--- src/rtl/rom_raster_scanner_if.sv ---
// Pixel stream bundle (valid/ready plus coordinates) from the raster scanner
// to the histogram-equalization datapath.
interface rom_raster_scanner_if #(
  parameter int ADDR_W = 8
);
  logic              pix_valid;
  logic              pix_ready;
  logic              pix_data;
  logic [ADDR_W-1:0] pix_x;
  logic [ADDR_W-1:0] pix_y;
  logic              pix_last;

  modport master (
    output pix_valid, pix_data, pix_x, pix_y, pix_last,
    input  pix_ready
  );

  modport slave (
    input  pix_valid, pix_data, pix_x, pix_y, pix_last,
    output pix_ready
  );
endinterface

--- src/rtl/rom_raster_scanner.sv ---
// Sweeps one Memory_ROM image row-major and streams each 1-bit pixel with its coordinates.
// Optional PIXEL_COUNT_EN adds ones_count: number of accepted beats carrying a 1.
module rom_raster_scanner #(
  parameter int IMG_W  = 256,
  parameter int IMG_H  = 256,
  parameter int ADDR_W = 8
) (
  input  logic                 clk,
  input  logic                 rst,
  input  logic                 start,
  input  logic [2:0]           img_sel,
  output logic [ADDR_W-1:0]    xoff,
  output logic [ADDR_W-1:0]    yoff,
  output logic [2:0]           memorySelect,
  input  logic                 pixel,
  rom_raster_scanner_if.master pix,
  output logic                 busy,
  output logic                 done
`ifdef PIXEL_COUNT_EN
  ,
  output logic [2*ADDR_W:0]    ones_count
`endif
);

  typedef enum logic [1:0] {
    ST_IDLE  = 2'd0,
    ST_SCAN  = 2'd1,
    ST_FLUSH = 2'd2,
    ST_DONE  = 2'd3
  } state_t;

  localparam logic [ADDR_W-1:0] X_MAX  = ADDR_W'(IMG_W - 32'sd1);
  localparam logic [ADDR_W-1:0] Y_MAX  = ADDR_W'(IMG_H - 32'sd1);
  localparam logic [ADDR_W-1:0] A_ZERO = {ADDR_W{1'b0}};
  localparam logic [ADDR_W-1:0] A_ONE  = {{(ADDR_W-1){1'b0}}, 1'b1};

  state_t            state_r, state_nxt_s;
  logic [ADDR_W-1:0] xoff_r, xoff_nxt_s, yoff_r, yoff_nxt_s;
  logic [2:0]        msel_r, msel_nxt_s;
  logic              valid_r, valid_nxt_s, data_r, data_nxt_s, last_r, last_nxt_s;
  logic [ADDR_W-1:0] x_r, x_nxt_s, y_r, y_nxt_s;
  logic              busy_r, busy_nxt_s, done_r, done_nxt_s;
  logic              advance_s, at_last_s, accept_s;

  assign advance_s = !valid_r || pix.pix_ready;
  assign at_last_s = (xoff_r == X_MAX) && (yoff_r == Y_MAX);
  assign accept_s  = valid_r && pix.pix_ready;

  // Next-state and next-register values; a stalled beat keeps everything frozen.
  always_comb begin
    state_nxt_s = state_r;
    xoff_nxt_s  = xoff_r;
    yoff_nxt_s  = yoff_r;
    msel_nxt_s  = msel_r;
    valid_nxt_s = valid_r;
    data_nxt_s  = data_r;
    x_nxt_s     = x_r;
    y_nxt_s     = y_r;
    last_nxt_s  = last_r;
    busy_nxt_s  = busy_r;
    done_nxt_s  = 1'b0;
    case (state_r)
      ST_IDLE: begin
        if (start) begin
          state_nxt_s = ST_SCAN;
          msel_nxt_s  = img_sel;
          xoff_nxt_s  = A_ZERO;
          yoff_nxt_s  = A_ZERO;
          busy_nxt_s  = 1'b1;
        end else begin
          state_nxt_s = ST_IDLE;
        end
      end
      ST_SCAN: begin
        if (advance_s) begin
          data_nxt_s  = pixel;
          x_nxt_s     = xoff_r;
          y_nxt_s     = yoff_r;
          last_nxt_s  = at_last_s;
          valid_nxt_s = 1'b1;
          // The final address is left in place rather than wrapping past the image.
          if (at_last_s) begin
            state_nxt_s = ST_FLUSH;
          end else if (xoff_r == X_MAX) begin
            xoff_nxt_s = A_ZERO;
            yoff_nxt_s = yoff_r + A_ONE;
          end else begin
            xoff_nxt_s = xoff_r + A_ONE;
          end
        end else begin
          state_nxt_s = ST_SCAN;
        end
      end
      ST_FLUSH: begin
        if (pix.pix_ready) begin
          valid_nxt_s = 1'b0;
          done_nxt_s  = 1'b1;
          state_nxt_s = ST_DONE;
        end else begin
          state_nxt_s = ST_FLUSH;
        end
      end
      ST_DONE: begin
        busy_nxt_s  = 1'b0;
        state_nxt_s = ST_IDLE;
      end
      default: begin
        valid_nxt_s = 1'b0;
        busy_nxt_s  = 1'b0;
        state_nxt_s = ST_IDLE;
      end
    endcase
  end

  // FSM state register.
  always_ff @(posedge clk) begin
    if (!rst) begin
      state_r <= ST_IDLE;
    end else begin
      state_r <= state_nxt_s;
    end
  end

  // Address, stream and status registers.
  always_ff @(posedge clk) begin
    if (!rst) begin
      xoff_r  <= A_ZERO;
      yoff_r  <= A_ZERO;
      msel_r  <= 3'd0;
      valid_r <= 1'b0;
      data_r  <= 1'b0;
      x_r     <= A_ZERO;
      y_r     <= A_ZERO;
      last_r  <= 1'b0;
      busy_r  <= 1'b0;
      done_r  <= 1'b0;
    end else begin
      xoff_r  <= xoff_nxt_s;
      yoff_r  <= yoff_nxt_s;
      msel_r  <= msel_nxt_s;
      valid_r <= valid_nxt_s;
      data_r  <= data_nxt_s;
      x_r     <= x_nxt_s;
      y_r     <= y_nxt_s;
      last_r  <= last_nxt_s;
      busy_r  <= busy_nxt_s;
      done_r  <= done_nxt_s;
    end
  end

  assign xoff          = xoff_r;
  assign yoff          = yoff_r;
  assign memorySelect  = msel_r;
  assign pix.pix_valid = valid_r;
  assign pix.pix_data  = data_r;
  assign pix.pix_x     = x_r;
  assign pix.pix_y     = y_r;
  assign pix.pix_last  = last_r;
  assign busy          = busy_r;
  assign done          = done_r;

`ifdef PIXEL_COUNT_EN
  logic [2*ADDR_W:0] ones_r, ones_nxt_s;
  logic              start_acc_s;

  assign start_acc_s = (state_r == ST_IDLE) && start;

  // Ones counter: restarts on each accepted start, holds once the scan is over.
  always_comb begin
    ones_nxt_s = ones_r;
    if (start_acc_s) begin
      ones_nxt_s = {(2*ADDR_W+1){1'b0}};
    end else if (accept_s && data_r) begin
      ones_nxt_s = ones_r + {{(2*ADDR_W){1'b0}}, 1'b1};
    end else begin
      ones_nxt_s = ones_r;
    end
  end

  // Ones counter register.
  always_ff @(posedge clk) begin
    if (!rst) begin
      ones_r <= {(2*ADDR_W+1){1'b0}};
    end else begin
      ones_r <= ones_nxt_s;
    end
  end

  assign ones_count = ones_r;
`else
  logic unused_accept_s;
  assign unused_accept_s = accept_s;
`endif

endmodule

--- src/flat_wrapper.sv ---
// flat-port wrapper written by rule: the top's interface ports become plain ports
module rom_raster_scanner_flat 
#(
  parameter int IMG_W  = 256,
  parameter int IMG_H  = 256,
  parameter int ADDR_W = 8
)
  (clk, rst, start, img_sel, xoff, yoff, memorySelect, pixel, busy, done, pix_pix_valid, pix_pix_data, pix_pix_x, pix_pix_y, pix_pix_last, pix_pix_ready);
  rom_raster_scanner_if #(.ADDR_W(ADDR_W)) pix_i ();
  input  logic clk;
  input  logic rst;
  input  logic start;
  input  logic [2:0] img_sel;
  output logic [ADDR_W-1:0] xoff;
  output logic [ADDR_W-1:0] yoff;
  output logic [2:0] memorySelect;
  input  logic pixel;
  output logic busy;
  output logic done;
  output wire logic [$bits(pix_i.pix_valid)-1:0] pix_pix_valid;
  output wire logic [$bits(pix_i.pix_data)-1:0] pix_pix_data;
  output wire logic [$bits(pix_i.pix_x)-1:0] pix_pix_x;
  output wire logic [$bits(pix_i.pix_y)-1:0] pix_pix_y;
  output wire logic [$bits(pix_i.pix_last)-1:0] pix_pix_last;
  input wire logic [$bits(pix_i.pix_ready)-1:0] pix_pix_ready;
  assign pix_pix_valid = pix_i.pix_valid;
  assign pix_pix_data = pix_i.pix_data;
  assign pix_pix_x = pix_i.pix_x;
  assign pix_pix_y = pix_i.pix_y;
  assign pix_pix_last = pix_i.pix_last;
  assign pix_i.pix_ready = pix_pix_ready;
  rom_raster_scanner #(.IMG_W(IMG_W), .IMG_H(IMG_H), .ADDR_W(ADDR_W)) u_core (.clk(clk), .rst(rst), .start(start), .img_sel(img_sel), .xoff(xoff), .yoff(yoff), .memorySelect(memorySelect), .pixel(pixel), .pix(pix_i), .busy(busy), .done(done));
endmodule
--- config.mk ---
export PLATFORM = sky130hd
export DESIGN_NAME = rom_raster_scanner_flat
export DESIGN_NICKNAME = d
export VERILOG_FILES = /design/src/rtl/rom_raster_scanner_if.sv /design/src/rtl/rom_raster_scanner.sv /design/src/flat_wrapper.sv
export SDC_FILE = /design/constraint.sdc
export NUM_CORES = 1
export LEC_CHECK = 0
export ABC_CLOCK_PERIOD_IN_PS = 4890
export CAP_MARGIN = 0
export CORE_ASPECT_RATIO = 1.2
export CORE_MARGIN = 4
export CORE_UTILIZATION = 51
export DETAILED_ROUTE_END_ITERATION = 16
export PLACE_DENSITY = 0.95
export RECOVER_POWER = 50
export SLEW_MARGIN = 5
export SYNTH_ARGS = -nofsm -noshare
export SYNTH_HDL_FRONTEND = slang
export SYNTH_SLANG_ARGS = --single-unit
--- constraint.sdc ---
create_clock -name clk -period 4.89 [get_ports clk]
set_clock_uncertainty 0.05 [all_clocks]
set_input_delay 0.489 -clock clk [delete_from_list [all_inputs] [get_ports clk]]
set_output_delay 0.489 -clock clk [all_outputs]
set_load 0.03 [all_outputs]
## After elaboration in Yosys (flattened, before gate mapping)

Index checks and enable logic that the tools add are counted.

| cells by class | value |
|---|---|
| add/sub/neg operators | 2 |
| equality and inequality tests | 11 |
| mux-type cells | 20 |
| reductions and logical operators | 14 |

Operators with widths:

| operator | count |
|---|---|
| 2-to-1 mux 8 bit | 7 |
| one-hot mux 8 bit (2 select lines) | 2 |
| adder 8 x 1 -> 8 bit, second input constant | 2 |
| equality test 8 bit, second input constant | 2 |
| one-hot mux 2 bit (4 select lines) | 1 |
| AND reduction 2 bit | 4 |
| 2-to-1 mux 1 bit | 6 |
| != test 2 bit, second input constant | 3 |
| nonzero test 2 bit | 3 |
| AND reduction 5 bit | 1 |
| equality test 2 bit, second input constant | 2 |
| 2-to-1 mux 2 bit | 2 |
| != test 2 x 1 -> 1 bit, second input constant | 2 |
| one-hot mux 1 bit (2 select lines) | 2 |
| AND reduction 4 bit | 1 |
| != test 3 bit, second input constant | 1 |
| AND reduction 3 bit | 1 |
| equality test 2 x 1 -> 1 bit, second input constant | 1 |
| logical NOT 2 bit | 1 |
| logical AND 1 bit | 1 |
| logical NOT 1 bit | 1 |
| logical OR 1 bit | 1 |

| storage, ports and cells | value |
|---|---|
| bits in registers | 42 |
| input port bits | 8 |
| output and inout port bits | 40 |
| logic and storage cells | 58 |

## Longest topological paths before layout

| depth | value |
|---|---|
| word-level depth | 5 |
| depth in mapped cells | 8 |

## Least setup slack after synthesis

OpenSTA, ideal clock, no wires.

| path | value |
|---|---|
| path kind | register to register |
| from | reg u_core.xoff_r[0] (netlist: u_core.xoff[0]) |
| to | reg u_core.yoff_r[3] (netlist: u_core.yoff[3]) |
| library setup time | 136 ps |
| arrival time | 1904 ps |
| data required time | 4704 ps |
| path slack | 2800 ps |
| cell stages (with the launch flop) | 7 |
| path buffers | 0 |
| cell sequence | dfxtp_1 -> ha_1 -> nand4_1 -> or2_1 -> o21a_1 -> o311ai_0 -> o41ai_1 |

| between the ends | value |
|---|---|
| cells in the longest elaborated chain, start to end | 4 |
| elaborated cells on any way between the ends | 5 |
| classes of those cells | eq/ne (3); reduce/logical (2) |

Ends and longest elaborated chain:

| what | line | text |
|---|---|---|
| start, declared | rom_raster_scanner.sv:38 | `logic [ADDR_W-1:0] xoff_r, xoff_nxt_s, yoff_r, yoff_nxt_s;` |
| start signal, assigned | rom_raster_scanner.sv:138 | `xoff_r <= xoff_nxt_s;` |
| equality test 8 bit (*) | rom_raster_scanner.sv:46, rom_raster_scanner.sv:84 |  |
| logical AND 1 bit | rom_raster_scanner.sv:46 | `assign at_last_s = (xoff_r == X_MAX) && (yoff_r == Y_MAX);` |
| != test 2 bit (no source line) | -- |  |
| AND reduction 5 bit (no source line) (*) | -- |  |
| end signal, assigned | rom_raster_scanner.sv:139 | `yoff_r <= yoff_nxt_s;` |
| end, declared | rom_raster_scanner.sv:38 |  |

Mark *: on every way between the ends. The rest lies on a longest branch, timed or not.
A chain may end at the register's enable or synchronous reset.

## Worst setup path in the final report

| path | value |
|---|---|
| from | reg u_core.state_r[0] |
| to | reg u_core.yoff_r[6] (netlist: u_core.yoff[6]) |

| between the ends | value |
|---|---|
| cells in the longest elaborated chain, start to end | 3 |
| elaborated cells on any way between the ends | 9 |
| classes of those cells | eq/ne (5); mux (1); reduce/logical (3) |

Ends and longest elaborated chain:

| what | line | text |
|---|---|---|
| start, declared | rom_raster_scanner.sv:37 | `state_t state_r, state_nxt_s;` |
| start signal, assigned | rom_raster_scanner.sv:120 | `state_r <= state_nxt_s;` |
| equality test 2 x 1 -> 1 bit / logical NOT 2 bit (equally long branches) | rom_raster_scanner.sv:62 | `case (state_r)` |
| != test 2 bit (no source line), or another cell as far along | -- |  |
| AND reduction 5 bit (no source line) | -- |  |

Parallel ways exist; a longest one is shown, timed or not.

==> results.sh <==
export IMPL_post_route_util_pct=70.4
export IMPL_cts_buffer_depth=2
export IMPL_maxCapViolCount=0
export IMPL_slew_headroom_pct=40.5
export IMPL_critical_path_top_delay_family="simple AND/OR/NAND/NOR gates"
export IMPL_synthTopCellsByArea="dfxtp_1 46%, nand2_1 9.4%, a21oi_1 8.2%"
export IMPL_synth_edf_count=0
export IMPL_pin_count=48
export IMPL_period_minus_slack_ps=2730
export IMPL_irDropWorstVdd_v=0.000174
export IMPL_ant_nets=0
export IMPL_cts_tree="built"
export IMPL_leakage_nw=0.922
export IMPL_cp_end_kind="register"
export IMPL_final_hold_violation_count=0
export IMPL_core_area_sq_mm=0.00340
export IMPL_synth_seq_cells=42
export IMPL_tightestPinTransition_ps=888
export IMPL_cp_cell_sequence="and2b_1 -> nand2_1 -> nor4_2 -> a41oi_1 -> a311oi_1"
export IMPL_crit_start="u_core.state_r[0]$_SDFFE_PN0P_"
export IMPL_critPathKind="reg -> reg"
export IMPL_dp_hpwl_microns=3120
export IMPL_gp_congestion=0.784
export IMPL_hp_class="reg -> reg"
export IMPL_setup_violations=0
export IMPL_cp_max_fo=21
export IMPL_status="finished clean"
export IMPL_netlist_area_sq_mm=0.00184
export IMPL_min_period_over_period_pct=55.8
export IMPL_antenna_found_initial=0
export IMPL_clkLatencyLatePin_ps=300
export IMPL_grt_pass1_wl_microns=7460
export IMPL_yosys_warnings=0
export IMPL_cts_setup_buffers=0
export IMPL_nets=276
export IMPL_crit_required_ps=5030
export IMPL_cts_resized=0
export IMPL_timing_rr_end="u_core.yoff[6]$_SDFFE_PN0P_"
export IMPL_io_buffers=47
export IMPL_yosys_cell_types_count=41
export IMPL_clock_root_buffer="clkbuf_8"
export IMPL_r2r_start="u_core.state_r[0]$_SDFFE_PN0P_"
export IMPL_endpoint="u_core.yoff[6]$_SDFFE_PN0P_"
export IMPL_clkPwrFrac_pct=33.4
export IMPL_p_seq_share_pct=56.2
export IMPL_cts_hold_buffers_added=0
export IMPL_totalWireLength_microns=4450
export IMPL_clk_pin_slew_ps=70
export IMPL_die_area_sq_mm=0.00463
export IMPL_cp_arrival_ps=2870
export IMPL_startpoint_type="register"
export IMPL_slowest_delay_ps=640
export IMPL_rsz0062_at_grt="false"
export IMPL_slowest_stage="nor4_2"
export IMPL_die_height_microns=73.8
export IMPL_clkSinkCount=42
export IMPL_yosysMostFrequentCell="nand2_1"
export IMPL_critical_path_depth=5
export IMPL_ys_seq_area_share_pct=45.7
export IMPL_ctsHtreeMaxLevel=2
export IMPL_drt_iter0_markers=106
export IMPL_drtPass1Iterations=4
export IMPL_switchingPower_mw=0.161
export IMPL_synth_avg_cell_area_sq_um=8.28
export IMPL_synth_top_area_cell="dfxtp_1"
export IMPL_via_per_inst=5.81
export IMPL_fmax_mhz=366
export IMPL_dr_total_vias=1759
export IMPL_antennaDiodeCount=0
export IMPL_yosys_top_cells_count="46 x nand2_1, 42 x dfxtp_1, 30 x a21oi_1, 17 x nor2_1, 7 x clkbuf_1"
export IMPL_num_rows=23
export IMPL_syn_num_nets=232
export IMPL_fin_setup_tns_ps=0
export IMPL_synthFlopType="dfxtp_1"
export IMPL_syn_instance_count=222
export IMPL_grt_total_usage_pct=20.2
export IMPL_worst_r2r_cell_count=5
export IMPL_critPathBufInv=0
export IMPL_r2r_slack_ps=2160
export IMPL_gr_total_overflow=0
export IMPL_die_w_microns=62.8
export IMPL_drive_above_1_share_pct=4.14
export IMPL_fillers=271
export IMPL_grt_max_degree=35
export IMPL_synthToLayoutAreaGrowth_pct=30.2
export IMPL_grt_pass1_vias=1714
export IMPL_slew_viol_final=0
export IMPL_p_int_mw=0.468
export IMPL_ys_async_sr_fraction_pct=0
export IMPL_combPwrFrac_pct=10.5
export IMPL_drcViolationCount=0
export IMPL_cts_buffers=5
export IMPL_wl_per_cell_microns=14.7
export IMPL_start_util_pct=54.1
export IMPL_power_density_mw_per_mm2=263
export IMPL_synth_top_area_share_pct=45.7
export IMPL_switching_share_pct=25.6
==> worst min path at each step <==
stage                                        end  slack, ps                             start  depth (start not counted)
6_report        u_core.pix.pix_y[5]$_SDFFE_PN0P_        400  u_core.pix.pix_y[5]$_SDFFE_PN0P_                          2
5_1_grt         u_core.pix.pix_y[7]$_SDFFE_PN0P_        440  u_core.pix.pix_y[7]$_SDFFE_PN0P_                          2
4_1_cts         u_core.pix.pix_y[7]$_SDFFE_PN0P_        410  u_core.pix.pix_y[7]$_SDFFE_PN0P_                          2
3_5_place_dp    u_core.pix.pix_y[7]$_SDFFE_PN0P_        400  u_core.pix.pix_y[7]$_SDFFE_PN0P_                          2
3_3_place_gp    u_core.pix.pix_data$_SDFFE_PN0P_        390  u_core.pix.pix_data$_SDFFE_PN0P_                          2
2_1_floorplan  u_core.pix.pix_valid$_SDFFE_PN0P_        490                          register                          2
==> per-stage QoR <==
stage	cells	setup slack, ps	power [mW]	hold slack, ps	cell area, sq um
final	303	2160	0.629	402	2390
after global routing	303	1860	0.654	436	2390
after CTS	303	2200	0.637	410	2390
after detailed placement	296	2100	0.428	400	2320
after global placement	296	2210	0.426	392	2320
after floorplan	222	2800	0.404	492	1840
==> sequential cells by signal, summed over array words and instances, names as in the netlist, 3 cells and up, named ones only <==
| name | cells |
|---|---|
| u_core.pix.pix_y | 8 |
| u_core.xoff | 8 |
| u_core.pix.pix_x | 8 |
| u_core.memorySelect | 3 |
| u_core.yoff | 8 |
==> layer usage <==
| metal | routed length (microns) | global-route usage (%) | vias to the layer above |
|---|---|---|---|
| li1 | - | - | 866 |
| met1 | 1850 | 22.3 | 826 |
| met2 | 2290 | 35.9 | 55 |
| met3 | 224 | 5.81 | 12 |
| met4 | 81 | 9.56 | 0 |
| met5 | 0 | 0 | - |
==> worst reg2reg max path: stages, from the launching register on <==
cell      delay (ps)
dfxtp_1          470
and2b_1          450
nand2_1          560
nor4_2           640
a41oi_1          210
a311oi_1         250
==> layout by cell type (no fill, tap or decap), types with 3 or more instances in the layout <==
cell	count
nand3_1	4
xnor2_1	6
inv_1	5
nand2_1	46
o21ai_0	6
a211oi_1	6
clkbuf_8	5
clkdlybuf4s50_1	7
mux2i_1	4
nor2_1	17
a21oi_1	30
a31oi_1	3
dfxtp_1	42
nand2b_1	3
dlygate4sd3_1	40
nand4_1	3
nor3_1	4
==> power groups by stage <==
stage          Combinational [mW]  Clock [mW]  Sequential [mW]
3_5_place_dp               0.0671           0            0.361
5_1_grt                    0.0713       0.229            0.354
6_report                   0.0658       0.210            0.353
4_1_cts                    0.0679       0.215            0.353
2_1_floorplan              0.0346           0            0.369
3_3_place_gp               0.0657           0            0.361
==> logic make-up after synthesis <==
group	count (synthesis)	share of synthesized area (%)
flip-flops	42	45.7
buffers and inverters	17	3.74
AND/OR/NAND/NOR	96	26.1
multiplexers	4	2.18
XOR/XNOR	6	2.86
adder cells (fa/ha/maj)	2	1.36
AO/OA/AOI/OAI	55	18.0
==> cell type report <==
type	instances	area (sq um)	share of cell area [%]
Tap cell	37	46.3	1.94
Sequential cell	42	841	35.1
Timing Repair Buffer	48	478	20.0
Multi-Input combinational cell	163	928	38.8
Clock buffer	7	76.3	3.19
Inverter	6	22.5	0.941
(Power assumes the default switching activity.)
